[config.mk]
export PLATFORM = sky130hd
export DESIGN_NAME = muldiv_sequencer
export DESIGN_NICKNAME = d
export VERILOG_FILES = /design/src/rtl/muldiv_sequencer.sv
export SDC_FILE = /design/constraint.sdc
export NUM_CORES = 1
export LEC_CHECK = 0
export CAP_MARGIN = 10
export CORE_AREA = 2 2 132 134
export CTS_BUF_LIST = sky130_fd_sc_hd__clkbuf_8
export CTS_CLUSTER_DIAMETER = 150
export DETAILED_ROUTE_END_ITERATION = 10
export DIE_AREA = 0 0 134 136
export GPL_TIMING_DRIVEN = 1
export PLACE_DENSITY = 0.86
export SYNTH_ARGS = -nofsm -noshare
export SYNTH_HDL_FRONTEND = slang
export SYNTH_SLANG_ARGS = --single-unit
[constraint.sdc]
create_clock -name clk -period 4.15 [get_ports clk]
set_clock_uncertainty 0.1 [all_clocks]
set_input_delay 0.83 -clock clk [delete_from_list [all_inputs] [get_ports clk]]
set_output_delay 0.83 -clock clk [all_outputs]
set_load 0.02 [all_outputs]
[src/rtl/muldiv_sequencer.sv]
// muldiv_sequencer: latches operands, pulses the multiplier/divider start,
// waits for the unit's ready and steers its HI/LO pair onto the register
// write port. Raises divide-by-zero and, optionally, wait-timeout exceptions.
// Optional feature macro: MULDIV_TIMEOUT_EN (wait timeout counter + TOUT).
//
// state    | meaning
// IDLE     | waiting for mult_req / div_req
// LAUNCH_M | one-cycle mult_start pulse
// WAIT_M   | waiting for mult_ready
// LAUNCH_D | one-cycle div_start pulse
// WAIT_D   | waiting for div_ready / div_zero_in
// COMMIT   | HI/LO write and done pulse
// DZERO    | divide-by-zero exception pulse
// TOUT     | timeout exception pulse (timeout build only)
module muldiv_sequencer #(
  parameter int TIMEOUT_CYCLES = 64
) (
  input  logic        clk,
  input  logic        reset,
  input  logic        mult_req,
  input  logic        div_req,
  input  logic [31:0] op_a,
  input  logic [31:0] op_b,
  output logic [31:0] unit_a,
  output logic [31:0] unit_b,
  output logic        mult_start,
  output logic        div_start,
  input  logic        mult_ready,
  input  logic        div_ready,
  input  logic [31:0] mult_hi,
  input  logic [31:0] mult_lo,
  input  logic [31:0] div_hi,
  input  logic [31:0] div_lo,
  input  logic        div_zero_in,
  output logic [31:0] hi_out,
  output logic [31:0] lo_out,
  output logic        hi_wr,
  output logic        lo_wr,
  output logic        busy,
  output logic        done,
  output logic        div_zero_exc,
  output logic        timeout_exc
);

  typedef enum logic [2:0] {
    IDLE     = 3'd0,
    LAUNCH_M = 3'd1,
    WAIT_M   = 3'd2,
    LAUNCH_D = 3'd3,
    WAIT_D   = 3'd4,
    COMMIT   = 3'd5,
    DZERO    = 3'd6
`ifdef MULDIV_TIMEOUT_EN
    , TOUT   = 3'd7
`endif
  } state_t;

  state_t      state_q, state_d;
  logic [31:0] ua_q, ua_d;
  logic [31:0] ub_q, ub_d;
  logic [31:0] hi_q, hi_d;
  logic [31:0] lo_q, lo_d;

`ifdef MULDIV_TIMEOUT_EN
  localparam logic [7:0] TO_LIMIT = 8'(TIMEOUT_CYCLES);
  logic [7:0] cnt_q, cnt_d;
`else
  localparam int unused_timeout_cycles = TIMEOUT_CYCLES;
`endif

  // Next-state, operand latch and result capture.
  always_comb begin
    state_d = state_q;
    ua_d    = ua_q;
    ub_d    = ub_q;
    hi_d    = hi_q;
    lo_d    = lo_q;
`ifdef MULDIV_TIMEOUT_EN
    cnt_d   = cnt_q;
`endif
    case (state_q)
      IDLE: begin
        if (mult_req) begin
          ua_d    = op_a;
          ub_d    = op_b;
          state_d = LAUNCH_M;
        end else if (div_req) begin
          if (op_b == 32'd0) begin
            state_d = DZERO;
          end else begin
            ua_d    = op_a;
            ub_d    = op_b;
            state_d = LAUNCH_D;
          end
        end
      end
      LAUNCH_M: begin
        state_d = WAIT_M;
`ifdef MULDIV_TIMEOUT_EN
        cnt_d   = 8'd0;
`endif
      end
      LAUNCH_D: begin
        state_d = WAIT_D;
`ifdef MULDIV_TIMEOUT_EN
        cnt_d   = 8'd0;
`endif
      end
      WAIT_M: begin
`ifdef MULDIV_TIMEOUT_EN
        cnt_d = cnt_q + 8'd1;
`endif
        if (mult_ready) begin
          hi_d    = mult_hi;
          lo_d    = mult_lo;
          state_d = COMMIT;
        end
`ifdef MULDIV_TIMEOUT_EN
        else if (cnt_d == TO_LIMIT) begin
          state_d = TOUT;
        end
`endif
      end
      WAIT_D: begin
`ifdef MULDIV_TIMEOUT_EN
        cnt_d = cnt_q + 8'd1;
`endif
        if (div_zero_in) begin
          state_d = DZERO;
        end else if (div_ready) begin
          hi_d    = div_hi;
          lo_d    = div_lo;
          state_d = COMMIT;
        end
`ifdef MULDIV_TIMEOUT_EN
        else if (cnt_d == TO_LIMIT) begin
          state_d = TOUT;
        end
`endif
      end
      default: state_d = IDLE;
    endcase
  end

  // State and datapath registers with synchronous active-low reset.
  always_ff @(posedge clk) begin
    if (!reset) begin
      state_q <= IDLE;
      ua_q    <= 32'd0;
      ub_q    <= 32'd0;
      hi_q    <= 32'd0;
      lo_q    <= 32'd0;
`ifdef MULDIV_TIMEOUT_EN
      cnt_q   <= 8'd0;
`endif
    end else begin
      state_q <= state_d;
      ua_q    <= ua_d;
      ub_q    <= ub_d;
      hi_q    <= hi_d;
      lo_q    <= lo_d;
`ifdef MULDIV_TIMEOUT_EN
      cnt_q   <= cnt_d;
`endif
    end
  end

  assign unit_a       = ua_q;
  assign unit_b       = ub_q;
  assign hi_out       = hi_q;
  assign lo_out       = lo_q;
  assign mult_start   = (state_q == LAUNCH_M);
  assign div_start    = (state_q == LAUNCH_D);
  assign hi_wr        = (state_q == COMMIT);
  assign lo_wr        = (state_q == COMMIT);
  assign done         = (state_q == COMMIT);
  assign div_zero_exc = (state_q == DZERO);
  assign busy         = (state_q != IDLE);
`ifdef MULDIV_TIMEOUT_EN
  assign timeout_exc  = (state_q == TOUT);
`else
  assign timeout_exc  = 1'b0;
`endif

endmodule
# == Word-level counts from Yosys, hierarchy flattened ==
# Index checks and enable logic that the tools add are counted.
# totals
mem_bits_ro,0
ramBits,0
ff_bits,131
latch_bits,0
memories,0
output_inout_bits,136
input_bits,199
wordCells,46
# classes
muxes,21
shift,0
bitwise,0
eq_ne,12
n_lt_le_gt_ge,0
n_addsub,0
div_mod_pow,0
n_reduce_logical,8
multipliers,0
# ops
cell,count
$mux 32,12
$pmux 32 s2,2
$logic_not 32->1,1
$mux 3,6
$pmux 3 s5,1
$eq 3x3->1 const B,3
$ne 2x2->1 const B,4
$eq 3x2->1 const B,2
$ne 3x3->1 const B,2
$reduce_and 3->1,2
$reduce_and 4->1,1
$reduce_bool 2->1,2
$eq 3x1->1 const B,1
$logic_not 3->1,1
$reduce_bool 3->1,1

# == Longest topological paths before layout ==
# depth
ltp_word,5
ltp_mapped,7
ltp_nobuf,4

# == Worst setup path before layout ==
# OpenSTA, ideal clock, no wires.
# synth_path
kind,input to register
from,in op_b[11]
to,"reg ub_q[16], in the netlist unit_b[16]"
setup_slack_ps,1440
setup_ps,74
path_stages,6
path_buffers,2
required_time_ps,3976
arrival_ps,2536
cell_sequence,or4_4 > or3_4 > buf_6 > buf_6 > or4_4 > o211ai_2
# synth_via
elab_chain_cells,3
# synth_rtl
item,line,text
"start, declared",23,"input logic [31:0] op_b,"
$logic_not 32->1,88,if (op_b == 32'd0) begin
$ne 2x2->1 (no line),n/a,
$reduce_and 3->1 (no line),n/a,
"end signal, assigned",159,ub_q <= ub_d;
"end, declared",60,"logic [31:0] ub_q, ub_d;"
# No other way between the ends.
# A chain may end at the register's enable or synchronous reset.

# == Final worst setup path ==
# layout_path
from,reg state_q[0]
to,out lo_wr
# layout_via
elab_chain_cells,1
# layout_rtl
item,line,text
"start, declared",58,"state_t state_q, state_d;"
"start signal, assigned",157,state_q <= state_d;
$eq 3x3->1,175,assign lo_wr = (state_q == COMMIT);
"end, declared",38,"output logic lo_wr,"
# No other way between the ends.

==> flow_metrics.tcl <==
set metrics [dict create \
    grt_max_degree 157 \
    synthMuxAreaShare_pct 9.75 \
    antenna_found_initial 5 \
    die_y_um 136 \
    maxCapViolations 0 \
    synth-edff-count 0 \
    wirelength_um 22800 \
    ys_seq_area_share_pct 39.9 \
    hold_path_depth 2 \
    cts_setup_buffers 0 \
    vias 7090 \
    ctsResizeCount 0 \
    power.density_nw_per_um2 456 \
    drc 0 \
    rr_startpoint "state_q[0]" \
    insertion_delay_ns 0.44 \
    holdPathEnd "hi_out[16]" \
    syn_to_final_growth_pct 57.3 \
    synthesis.instances 753 \
    dpl-instance-area_um2 9950 \
    final_util_pct 61.2 \
    tns_ns 0 \
    cts_tree "built" \
    max-slew-margin-rel_pct 25.0 \
    grt_pass1_wl_um 34600 \
    overflow 0 \
    gp_congestion 0.822 \
    io_buffers 333 \
    hp-start "hi_out[16]" \
    place_worst_setup_slack_ns 0.640 \
    syn_nets 952 \
    synthAdderAreaFrac_pct 0 \
    synth_top_family_by_area "simple AND/OR/NAND/NOR gates" \
    synth_cell_types 39 \
    drt_iter0_markers 439 \
    slew_viol_final 0 \
    clkTransAtPathRegs_ns 0.08 \
    tightest_slew_ns 1.12 \
    avgSynthCellArea_um2 8.73 \
    dp_hpwl_um 16100 \
    post-route-period-util_pct 73.7 \
    rsz0062_at_grt "false" \
    nNetsFinal 1217 \
    status "completed" \
    dieArea_um2 18200 \
    cts-buffers-inserted 17 \
    cp-end-kind "primary output" \
    die_w_um 134 \
    startpoint "state_q[0]" \
    hp-class "flip-flop to flip-flop" \
    ys.warnings.count 0 \
    worst_ep_required_time_ns 3.22 \
    ys_seq_elements 131 \
    hold_viol 0 \
    num_rows 48 \
    cts.sinks 131 \
    p_leak_uw 0.00332 \
    h-tree-depth 4 \
    critPathKind "flip-flop to primary output" \
    setup_viol 0 \
    cp.arrival_ns 2.13 \
    grtUsageTotal_pct 23.9 \
    dr.pass1.iters 5 \
    total_power_uw 4710 \
    clock.fmax_mhz 327 \
    clockBufferDepth 2 \
    core_um2 16900 \
    synth-simple-area-share_pct 22.4 \
    fin_crit_ns 3.06 \
    synth_xor_area_share_pct 0 \
    wire_per_inst_um 18.1 \
    ctsHoldBuffers 0 \
    cp-start-kind "flip-flop" \
    rr_worst_depth 5 \
    fin_area_um2 10300 \
    grt_pass1_vias 6566 \
    cts-root-buf "clkbuf_8" \
    worstPathMaxFanout 12 \
    reg2reg_slack_ns 1.86 \
    ant_nets 0 \
    post_route_cells_drive_above_1_share_pct 5.83 \
    synthArstFlopShare_pct 0 \
    synth_ff_type "dfxtp_1" \
    postLayoutSetupSlackWorst_ns 1.09 \
    start_util_pct 38.9 \
    pin_count 335 \
    syn-cell-area_um2 6570 \
    synth_compound_area_share_pct 21.6 \
    r2r-end "unit_b[5]" \
    ir_drop_mv 0.221 \
    via_per_inst 5.63 \
]
[placed cells by master, fill, tap and decap left out, drive strengths merged, types with 2 or more instances in the layout]
cell and count:
nand2 63, clkinv 9, nand4 33, or3 4
buf 12, o2111ai 64, nor4 27, clkdlybuf4s50 332
or4 42, clkbuf 17, a21oi 6, dfxtp 131
nor3b 2, nand3 10, mux2i 64, diode 4
o211ai 8, inv 3, nor3 2, a211oi 67
a311o 21, clkinvlp 2, nor2 96, bufinv 2
[power by group]
part           switching (uW)  total, uW  leakage, uW  internal [uW]
Clock                     527       1050     0.000192            527
Combinational            1040       1970      0.00205            930
Sequential                155       1680      0.00108           1530
[metal layers]
layer	GRT usage [%]	vias up	wire, um
met5	0	-	22
met4	9.34	4	668
li1	-	3466	-
met3	9.13	47	1820
met2	37.3	260	10900
met1	29.8	3313	9340
[worst max-delay path by stage]
| stage | endpoint | cells past startpoint | slack (ns) |
|---|---|---|---|
| 2_1_floorplan | unit_b[16] | 6 | 1.44 |
| 3_3_place_gp | state_q[2] | 5 | 0.71 |
| 3_5_place_dp | unit_b[21] | 5 | 0.64 |
| 4_1_cts | lo_wr | 2 | 1.04 |
| 5_1_grt | div_start | 3 | 0.97 |
| 6_report | lo_wr | 2 | 1.09 |
[registers in the layout, indices dropped and copies added (netlist names)]
| signal | cells |
|---|---|
| lo_out | 32 |
| unit_b | 32 |
| state_q | 3 |
| unit_a | 32 |
| hi_out | 32 |
[worst max-delay path, cell delays in order (launching register included)]
cell and delay (ns):
dfxtp_1 0.60, and3_1 0.40, clkdlybuf4s50_1 0.67
[kinds of logic (layout without fill, tap and decap cells)]
kind of cell / count (synthesis) / after routing
flops: 131 / 131
compound gates: 170 / 170
other cells: 1 / 5
simple gates: 287 / 287
mux: 64 / 64
buf+inv: 100 / 377
[synthesized netlist by cell type (all sizes together), types with 2 or more instances]
cell type / count / area (um2)
nand4: 33 / 206
nor2: 96 / 360
a311o: 21 / 210
a21oi: 6 / 30.0
nand3: 10 / 50.1
clkbuf: 77 / 289
a211oi: 67 / 503
buf: 21 / 118
mux2i: 64 / 641
nor3: 2 / 10.0
o2111ai: 64 / 561
nand2: 63 / 236
nor4: 27 / 169
dfxtp: 131 / 2620
or4: 42 / 334
nor3b: 2 / 15.0
inv: 2 / 7.50
o211ai: 8 / 80.1
or3: 4 / 30.0
[area by class of cell]
cell class                      instances  area [um2]
Fill cell                            1422        6540
Antenna cell                            4        10.0
Clock buffer                           17         234
Clock inverter                         14         143
Timing Repair Buffer                  344        3480
Inverter                                2        7.51
Multi-Input combinational cell        522        3560
Sequential cell                       131        2620
Tap cell                              225         282
[metrics by stage]
stage	hold WS, ns	std cells
CTS	0.400	1255
floorplan	0.469	753
global placement	0.384	1224
global route	0.412	1255
detailed placement	0.390	1224
finish	0.398	1259
Note: power is estimated with default switching activity, not from simulation.
